$ cat src/rtl/delay_checker_pkg.sv
// Shared types and helpers for the delay_checker monitor and its shadow ring.
package delay_checker_pkg;

    typedef enum logic [1:0] {
        FILL  = 2'd0,
        CHECK = 2'd1,
        HALT  = 2'd2
    } state_t;

    // Pointer width for a ring of the given length; never narrower than one bit.
    function automatic int ptr_width(input int length);
        return (length > 1) ? $clog2(length) : 1;
    endfunction

    // Increment that sticks at the all-ones value of a width-bit counter.
    function automatic logic [31:0] sat_inc(input logic [31:0] value, input int width);
        logic [31:0] max_val;
        max_val = (width >= 32) ? 32'hFFFF_FFFF : ((32'd1 << width) - 32'd1);
        return (value >= max_val) ? value : value + 32'd1;
    endfunction

endpackage

$ cat src/rtl/delay_checker_ring.sv
// Shadow ring mirroring the delay under test: read-before-write at wp on each enabled cycle.
module delay_checker_ring
    import delay_checker_pkg::*;
#(
    parameter int LENGTH = 10,
    parameter int WIDTH  = 8
) (
    input  logic             clk,
    input  logic             rst,
    input  logic             ena,
    input  logic             flush,
    input  logic [WIDTH-1:0] stim,
    output logic [WIDTH-1:0] exp_val
);

    localparam int PTR_W = ptr_width(LENGTH);

    logic [WIDTH-1:0] ring [LENGTH];
    logic [PTR_W-1:0] wp;

    assign exp_val = ring[wp];

    // Flush only rewinds the pointer; stale contents are hidden by the fill phase.
    always_ff @(posedge clk) begin
        if (rst || flush) begin
            wp <= '0;
        end else if (ena) begin
            wp <= (wp == PTR_W'(LENGTH - 1)) ? '0 : wp + PTR_W'(1);
        end
    end

    always_ff @(posedge clk) begin
        if (!rst && !flush && ena) begin
            ring[wp] <= stim;
        end
    end

endmodule

$ cat config.mk
export PLATFORM = sky130hd
export DESIGN_NAME = delay_checker_ring
export DESIGN_NICKNAME = d
export VERILOG_FILES = /design/src/rtl/delay_checker_pkg.sv /design/src/rtl/delay_checker_ring.sv
export SDC_FILE = /design/constraint.sdc
export NUM_CORES = 1
export LEC_CHECK = 0
export BUFFER_PORTS_ARGS = -buffer_cell sky130_fd_sc_hd__buf_2
export CAP_MARGIN = 20
export CORE_MARGIN = 8
export CORE_UTILIZATION = 60
export CTS_CLUSTER_SIZE = 20
export DETAILED_ROUTE_END_ITERATION = 7
export PLACE_DENSITY = 0.88
export SLEW_MARGIN = 25
export SYNTH_ARGS = -nofsm -noshare
export SYNTH_HDL_FRONTEND = slang
export SYNTH_SLANG_ARGS = --single-unit
$ cat constraint.sdc
create_clock -name clk -period 2.3 [get_ports clk]
set_clock_uncertainty 0.05 [all_clocks]
set_input_delay 0.46 -clock clk [delete_from_list [all_inputs] [get_ports clk]]
set_output_delay 0.46 -clock clk [all_outputs]
set_load 0.1 [all_outputs]
# Word level (Yosys, flattened, before mapping)
# Memories as Yosys holds them, arrays and structs flattened. A register that Yosys moved wholly into a read port is not among the register bits.
# Cells that the tools add are included.
classes:
  n_addsub: 1
  n_reduce_logical: 5
  n_eq_ne: 1
  n_mux: 5
ops:
  columns: ["cell", "n"]
  rows:
  - ["2-to-1 mux 4 bit", 3]
  - ["adder 4 x 1 -> 4 bit (second input constant)", 1]
  - ["== test 4 bit (second input constant)", 1]
  - ["logical AND 1 bit", 2]
  - ["zero test 1 bit", 2]
  - ["2-to-1 mux 1 bit", 2]
  - ["logical OR 1 bit", 1]
totals:
  n_memories: 1
  output_inout_bits: 8
  ramBits: 80
  word_cells: 14
  in_bits: 12
  ff_bits: 4
memory_table:
  columns: ["name", "depth", "word_bits", "read_ports", "rd_clocked_by_memory_dff", "wr", "line_no", "rtl"]
  rows:
  - ["ring", 10, 8, 1, 1, 1, "delay_checker_ring.sv:18", "logic [WIDTH-1:0] ring [LENGTH];"]

# Logic depth before layout (Yosys ltp)
# Gate-level depths: netlist (run 1).
logic_depth:
  ltp_word: 5
  mapped_depth: 5
  mapped_depth_nobuf: 3

# Worst setup path after synthesis (run 1)
# Ideal clock, no wire load.
synth_path:
  kind: "register -> output"
  startpoint: "register (tool-made name)"
  endpoint: "output exp_val[4]"
  setup_slack_ns: -1.353
  path_buffers: 2
  arrival_ns: 3.143
  t_required_ns: 1.790
  stages_incl_launch_ff: 6
  cell_sequence: "dfxtp_1 buf_6 buf_12 mux2i_1 a22o_1 o31ai_1"
synth_lines:
  columns: ["element", "line_no", "rtl"]
  rows:
  - ["to (decl)", "delay_checker_ring.sv:13", "output logic [WIDTH-1:0] exp_val"]

==> results_dict.tcl, run 1 <==
set metrics [dict create \
    p_int_uw 2580 \
    worstPathMaxFanout 6 \
    combPwrFrac 0.078 \
    clk_pin_slew_worst_paths_ns 0.08 \
    drive_gt1_frac 0.402 \
    crit_required_ns 1.79 \
    ys_ff_latch 88 \
    vias_per_cell 6.32 \
    cts.path.max_buffers 2 \
    path_buf_inv 2 \
    switching_power_uw 703 \
    status "complete, but fails checks" \
    fin_setup_tns_ns -0.287 \
    multi_input_area_mm2 0.00108 \
    netlist.area_leader.share 0.684 \
    synth_area_leaders "edfxtp_1 (68%), mux2_2 (7.7%), dfxtp_1 (4.6%)" \
    grt_antenna_before_repair 0 \
    slew_headroom 0.664 \
    clk_latency_ns 0.35 \
    yosysWarnings 0 \
    irDropWorstVdd_mv 0.587 \
    min_from "flush" \
    r2r_end "ring[0][0]" \
    avgSynthCellArea_um2 16.8 \
    crit_family "flip-flops" \
    area_growth_pct 26.9 \
    p_clk_frac 0.386 \
    cp.arrival_ns 1.87 \
    start_kind "register" \
    cts_buffers 9 \
    maxCapViolCount 0 \
    ioPinCount 20 \
    port_buffers 19 \
    critPathKind "register to output pin" \
    synth_edf_count 80 \
    wl_per_cell_um 24.8 \
    violations "setup timing" \
    dieWidth_um 92.5 \
    async_reset_ff_frac 0 \
    synth_top_area_cell "edfxtp_1" \
    powerDensity_mw_per_mm2 737 \
    fin_ws_ns -0.0763 \
    row_count 28 \
    utilization 0.771 \
    reg2reg_from "wp[3]" \
    slowest_delay_ns 0.47 \
    cts_tree "done" \
    seq_area_mm2 0.00257 \
    initial_core_util 0.608 \
    hold_viol_final 0 \
    drtIter0Drc 240 \
    path_cells "clkbuf_16, mux2_2, o22ai_4, o31ai_4, buf_12" \
    die_h_um 92.5 \
    dp_hpwl_um 4390 \
    p_seq_frac 0.535 \
    grt_pass1_vias 2098 \
    syn-cell-area_mm2 0.00351 \
    place_area_mm2 0.00395 \
    dp_cells 310 \
    endpoint_kind "output pin" \
    worstMarginPinSlew_ns 0.502 \
    fin_crit_sh 1.03 \
    synth_flop_cell "edfxtp_1" \
    grt_max_degree 21 \
    synthesis.nets 221 \
    p_leak_uw 0.00148 \
    cts_setup_buffers 0 \
    drv_slew 0 \
    overflow 0 \
    fmax_mhz 421 \
    wl_um 8220 \
    grt_setup_unrepaired "yes" \
    first_pass_iters 4 \
    stdcell_area_mm2 0.00446 \
    setup_viol 8 \
    htreeDepth 3 \
    p_sw_frac 0.214 \
    synth.distinct_cells 30 \
    drtAntennaViolNets 0 \
    grt_first_pass_wirelength_um 11400 \
    n_fill_cell 316 \
    coreArea_mm2 0.00578 \
    instances_no_fill 331 \
    gp_congestion 0.801 \
    route.detailed.drc 0 \
    yosysSeqAreaShare 0.730 \
    clock-sinks 88 \
    hold_path_class "primary input to register" \
    worst_hold_path.num_cells 2 \
    worstRegToRegCells 4 \
    timing.reg2reg.setup_slack_ns 0.46 \
    nNetsFinal 263 \
    grt_use_total 0.184 \
    slowest_stage "dfxtp_4" \
    netlist_instances 209 \
    period_minus_slack_ns 2.38 \
    antenna_cells 0 \
    die-area_mm2 0.00856 \
    cts_root_buffer "clkbuf_8" \
    power_uw 3280 \
    num_vias 2091 \
]
synth_stat cells (2+ instances only):
master / count
edfxtp_1: 80
mux2_2: 24
mux2i_1: 16
nand2_1: 14
nor2_1: 10
a22o_1: 8
dfxtp_1: 8
o22ai_1: 8
o31ai_1: 7
nor3_1: 4
nand2b_1: 3
nor2b_1: 3
a21boi_0: 2
buf_1: 2
buf_12: 2
buf_6: 2
clkbuf_1: 2
o21ai_0: 2
flip-flops by register name (all words and copies together), names as in the netlist, named ones only:
name	count
ring	80
wp	4
layout make-up:
type,instances,area share
Clock buffer,9,0.0278
Clock inverter,7,0.0261
Timing Repair Buffer,42,0.107
Inverter,1,0.000842
Multi-Input combinational cell,109,0.241
Tap cell,75,0.0210
Sequential cell,88,0.576
what timing repair did:
action	in CTS	in global routing
setup endpoints to repair	8	8
pin swaps	0	7
hold buffers	0	0
cloned	1	4
resized for setup	18	11
stage by stage:
| stage | hold WS, ns | setup slack (ns) |
|---|---|---|
| 3_5_place_dp | 0.506 | 0.236 |
| 4_1_cts | 0.240 | -0.0438 |
| 3_3_place_gp | 0.483 | 0.289 |
| 5_1_grt | 0.256 | -0.132 |
| 2_1_floorplan | 0.443 | -0.493 |
| 6_report | 0.258 | -0.0763 |
cells in the final DEF (no fill, tap or decap), types with 3 or more instances in the layout:
master and count:
buf_2 11, bufinv_16 3, nor2_1 10, nor3_1 4, o22ai_4 6, buf_4 17, dfxtp_1 6, buf_12 9
clkbuf_16 3, mux2_2 20, clkbuf_8 9, nand2_1 13, mux2i_1 15, mux2_4 4, a22o_1 8, o31ai_4 8
edfxtp_1 80
routing by layer:
metal | up-vias | GRT usage | part of all wire
met5 | - | 0 | 0
met4 | 0 | 0.115 | 0.026
met3 | 22 | 0.0453 | 0.079
met2 | 122 | 0.297 | 0.52
met1 | 1049 | 0.216 | 0.38
li1 | 898 | - | -
logic make-up after synthesis:
group,count (synthesis),share of synthesized area
multiplexers,40,0.123
AO/OA/AOI/OAI,28,0.0598
XOR/XNOR,2,0.00499
AND/OR/NAND/NOR,39,0.0531
buffers and inverters,12,0.0299
flip-flops,88,0.730
power by group through the flow:
stage / registers, uW / clock network, uW / logic (uW)
2_1_floorplan: 1790 / 0 / 153
3_3_place_gp: 1790 / 0 / 218
3_5_place_dp: 1790 / 0 / 222
4_1_cts: 1750 / 1270 / 235
5_1_grt: 1760 / 1330 / 266
6_report: 1760 / 1270 / 257
worst max path at each step:
| stage | cells past startpoint | end | startpoint | slack, ns |
|---|---|---|---|---|
| after floorplan | 5 | exp_val[6] | register | -0.49 |
| after detailed placement | 4 | exp_val[5] | register | 0.24 |
| after CTS | 5 | exp_val[3] | register | -0.04 |
| after global routing | 5 | exp_val[3] | register | -0.13 |
| after global placement | 5 | ring[0][7] | rst | 0.29 |
| final | 5 | exp_val[3] | register | -0.08 |
worst reg2reg max path, cell delays in order, from the launching register on:
cell,delay (ns)
dfxtp_1,0.35
nor4b_1,0.44
nand2b_1,0.18
nor3_1,0.31
buf_4,0.23
No activity file was read; power rests on OpenSTA's default activity.
==> inputs of run 2 (changes only) <==
SKIP_CTS_REPAIR_TIMING = 1   (was unset)
==> run 2 against run 1 <==
  * Die area did not move
  * Combinational power fell by 5%
  * Largest cell class unchanged
  * Sequential power barely moved
  * First-iteration DRC count fell by 5.8%
  * Worst setup slack improved by 0.045 ns
  * Power fell by 0.49%
  * Critical path depth did not move
  * Core utilization fell by 1.4 points
  * Critical path type unchanged
  * Cell area fell by 1.8%
  * The flow still finishes with violations (setup timing)
  * Sequential share of layout area rose by 1.0 points
  * Cell count fell by 0.60%
  * Highest routed layer unchanged
  * Via count fell by 4.6%
==> results_dict.tcl, run 2 (synthesis gave the netlist of run 1 again) <==
set metrics [dict create \
    status "complete, but fails checks" \
    violations "setup timing" \
    num_vias 1994 \
    grt_use_total 0.170 \
    nNetsFinal 261 \
    port_buffers 19 \
    first_pass_iters 5 \
    hold_viol_final 0 \
    worstMarginPinSlew_ns 0.465 \
    seq_area_mm2 0.00257 \
    fin_ws_ns -0.0318 \
    drive_gt1_frac 0.394 \
    critPathKind "register to output pin" \
    p_leak_uw 0.00145 \
    largest_register "ring" \
    maxCapViolCount 0 \
    drv_slew 0 \
    setup_viol 2 \
    wl_per_cell_um 23.5 \
    dp_slack_ns 0.236 \
    clk_latency_ns 0.35 \
    largest_register_ffs 80 \
    fin_setup_tns_ns -0.0402 \
    crit_path_frequent_cell "buf_12" \
    n_fill_cell 329 \
    clock-sinks 88 \
    gp_congestion 0.801 \
    crit_required_ns 1.79 \
    dieWidth_um 92.5 \
    grt_setup_unrepaired "yes" \
    slew_headroom 0.689 \
    instances_no_fill 329 \
    coreArea_mm2 0.00578 \
    dp_hpwl_um 4390 \
    start_kind "register" \
    fmax_mhz 429 \
    cp.arrival_ns 1.82 \
    cts_buffers 9 \
    clk_pin_slew_worst_paths_ns 0.08 \
    initial_core_util 0.608 \
    route.detailed.drc 0 \
    grt_max_degree 41 \
    die-area_mm2 0.00856 \
    slowest_delay_ns 0.39 \
    multi_input_area_mm2 0.00105 \
    fin_crit_sh 1.01 \
    irDropWorstVdd_mv 0.629 \
    cts.path.max_buffers 2 \
    cts_root_buffer "clkbuf_8" \
    antenna_cells 0 \
    layout_commonest_cell "edfxtp_1" \
    drtAntennaViolNets 0 \
    grt_pass1_vias 2067 \
    grt_first_pass_wirelength_um 10600 \
    powerDensity_mw_per_mm2 746 \
    overflow 0 \
    wl_um 7720 \
    area_growth_pct 24.7 \
    grt_antenna_before_repair 0 \
    dp_cells 310 \
    path_cells "buf_12, mux2i_1, a22o_1, o31ai_4, buf_12" \
    endpoint_kind "output pin" \
    drtIter0Drc 226 \
    row_count 28 \
    layout_common_cells "edfxtp_1 (80), mux2_2 (22), buf_4 (17), mux2i_1 (16), nand2_1 (13)" \
    reg_top3 "ring (80), wp (4)" \
    period_minus_slack_ns 2.33 \
    ioPinCount 20 \
    htreeDepth 3 \
    die_h_um 92.5 \
    worstPathMaxFanout 10 \
    vias_per_cell 6.06 \
    cts_tree "done" \
    slowest_stage "dfxtp_4" \
    hold_path_class "primary input to register" \
]
[run 2: where the power goes]
| group | leakage, uW | internal [uW] | switching (uW) |
|---|---|---|---|
| clock | 0.000122 | 724 | 544 |
| combinational | 0.000538 | 101 | 143 |
| sequential | 0.000786 | 1750 | 8.45 |
[run 2: layout make-up]
class | count | share of cell area
Tap cell | 75 | 0.0214
Timing Repair Buffer | 40 | 0.0969
Inverter | 1 | 0.000857
Sequential cell | 88 | 0.586
Clock buffer | 9 | 0.0283
Clock inverter | 7 | 0.0266
Multi-Input combinational cell | 109 | 0.240
[run 2: routing by layer]
layer | routed length, um | GRT usage
met4 | 76 | 0.115
met2 | 4150 | 0.277
met1 | 2980 | 0.191
met5 | 0 | 0
met3 | 509 | 0.0453
[run 2: stage by stage]
step | hold WS [ns] | area [um2] | total power, uW | utilization
global placement | 0.483 | 3950 | 2010 | 0.683
global route | 0.257 | 4380 | 3350 | 0.758
CTS | 0.242 | 4190 | 3250 | 0.724
finish | 0.258 | 4380 | 3270 | 0.758
detailed placement | 0.506 | 3950 | 2010 | 0.683
floorplan | 0.443 | 3590 | 1940 | -
[run 2: worst max-delay path, delay by kind of cell, from the launching register on]
kind / cells / cell delay [ns]
buf+inv: 2 / 0.37
compound gates: 2 / 0.55
flops: 1 / 0.39
mux: 1 / 0.15
[run 2: worst paths after layout]
path                                from         end  slack, ns  cells past startpoint
worst max-delay path            register  exp_val[3]      -0.03                      5
worst min-delay path               flush    register       0.26                      2
worst max register to register     wp[3]  ring[0][0]       0.45                      4
worst min register to register     wp[3]    register       0.50                      2
==> inputs of run 3 (changes only) <==
clock period = 2.8 ns   (was 2.3 ns; I/O delays follow)
==> run 3 against run 2 <==
  * The run now ends clean
  * Largest cell class unchanged
  * Worst setup slack improved by 0.36 ns
  * Highest routed layer unchanged
  * Critical path depth unchanged
  * Largest power group unchanged
  * Critical endpoint unchanged
  * Cell count decreased by 3.0%
==> results_dict.tcl, run 3 (synthesis gave the netlist of run 1 again) <==
set metrics [dict create \
    wl_um 6770 \
    powerDensity_mw_per_mm2 640 \
    cts_tree "done" \
    start_kind "register" \
    num_vias 1868 \
    route.detailed.drc 0 \
    hold_viol_final 0 \
    first_pass_iters 6 \
    fmax_mhz 405 \
    worst_hold_path.num_cells 2 \
    clock-sinks 88 \
    grt_pass1_vias 1943 \
    drv_slew 0 \
    period_minus_slack_ns 2.47 \
    endpoint_kind "output pin" \
    overflow 0 \
    crit_path_frequent_cell "buf_12" \
    critPathKind "register to output pin" \
    worstRegToRegCells 3 \
    cts.path.max_buffers 2 \
    layout_commonest_cell "edfxtp_1" \
    drtIter0Drc 153 \
    dieWidth_um 92.5 \
    cts_root_buffer "clkbuf_8" \
    status "completed" \
    power_uw 2650 \
    wl_per_cell_um 21.2 \
    p_sw_frac 0.206 \
    drtAntennaViolNets 0 \
    reg2reg_from "wp[3]" \
    nNetsFinal 251 \
    r2r_end "ring[2][3]" \
    die_h_um 92.5 \
    p_leak_uw 0.00134 \
    slowest_delay_ns 0.37 \
    crit_required_ns 2.19 \
    timing.reg2reg.setup_slack_ns 0.80 \
    clk_latency_ns 0.35 \
    largest_register_ffs 80 \
    row_count 28 \
    p_int_uw 2100 \
    clk_pin_slew_worst_paths_ns 0.08 \
    grt_use_total 0.169 \
    maxCapViolCount 0 \
    layout_common_cells "edfxtp_1 (80), mux2_2 (24), mux2i_1 (16), nand2_1 (14), buf_2 (11)" \
    htreeDepth 3 \
    path_cells "buf_12, mux2_2, o22ai_1, o31ai_4, buf_12" \
    grt_antenna_before_repair 0 \
    combPwrFrac 0.069 \
    irDropWorstVdd_mv 0.494 \
    dr_wl_met2_um 3490 \
    place_area_mm2 0.00389 \
    grt_setup_unrepaired "no" \
    gp_congestion 0.773 \
    fin_setup_tns_ns 0 \
    reg_top3 "ring (80), wp (4)" \
    p_clk_frac 0.387 \
    worstPathMaxFanout 40 \
    vias_per_cell 5.86 \
    area_growth_pct 17.6 \
    hold_path_class "primary input to register" \
    initial_core_util 0.608 \
    cp.arrival_ns 1.86 \
    switching_power_uw 544 \
    cts_buffers 9 \
    grt_max_degree 41 \
    min_from "flush" \
    stdcell_area_mm2 0.00413 \
    ioPinCount 20 \
    drive_gt1_frac 0.316 \
    routed.top_layer "met4" \
    slowest_stage "mux2_2" \
    worstMarginPinSlew_ns 0.726 \
    p_seq_frac 0.545 \
    die-area_mm2 0.00856 \
    fin_crit_sh 0.883 \
    dp_hpwl_um 3930 \
    wl_met3_um 383 \
    slew_headroom 0.514 \
    coreArea_mm2 0.00578 \
    port_buffers 19 \
    setup_viol 0 \
    met1Wirelength_um 2760 \
    largest_register "ring" \
    grt_first_pass_wirelength_um 10600 \
    antenna_cells 0 \
]
==> run 3: changes by cell type in the layout (fill, tap and decap cells not counted), sizes merged <==
cell,change
buf,-8
clkinv,-2
clkinvlp,+2
inv,-2
==> run 3: critical path: cells and delay by family, from the launching register on <==
family	cells	cell delay, ns
mux	1	0.37
buf+inv	2	0.42
flops	1	0.35
compound gates	2	0.35
==> run 3: per-layer routing <==
layer	vias to the layer above	global-route usage
met3	11	0.0413
li1	873	-
met5	-	0
met1	926	0.201
met4	0	0.0859
met2	58	0.282
==> run 3: area by class of cell <==
type | instances | area [um2]
Multi-Input combinational cell | 109 | 923
Timing Repair Buffer | 30 | 310
Sequential cell | 88 | 2560
Tap cell | 75 | 93.8
Fill cell | 362 | 1650
Inverter | 1 | 3.75
Clock buffer | 11 | 131
Clock inverter | 5 | 105
==> run 3: how the worst max path moves through the flow <==
stage            endpoint      from  slack (ns)
6_report       exp_val[3]  register        0.33
5_1_grt        exp_val[0]  register        0.24
4_1_cts        exp_val[5]  register        0.31
3_5_place_dp   ring[2][2]       rst        0.46
3_3_place_gp   ring[2][7]       rst        0.62
2_1_floorplan  exp_val[6]  register       -0.09
==> run 3: power by group through the flow <==
stage	registers (uW)	clock network, uW	logic, uW
floorplan	1470	0	126
global placement	1470	0	178
detailed placement	1470	0	182
CTS	1440	1030	183
global route	1440	1080	190
finish	1440	1020	182
==> run 3: through the flow <==
| step | util | setup slack, ns | instances | hold slack (ns) |
|---|---|---|---|---|
| finish | 0.715 | 0.329 | 319 | 0.372 |
| detailed placement | 0.674 | 0.464 | 303 | 0.485 |
| floorplan | - | -0.0927 | 209 | 0.443 |
| CTS | 0.715 | 0.313 | 319 | 0.374 |
| global route | 0.715 | 0.243 | 319 | 0.384 |
| global placement | 0.674 | 0.616 | 303 | 0.479 |
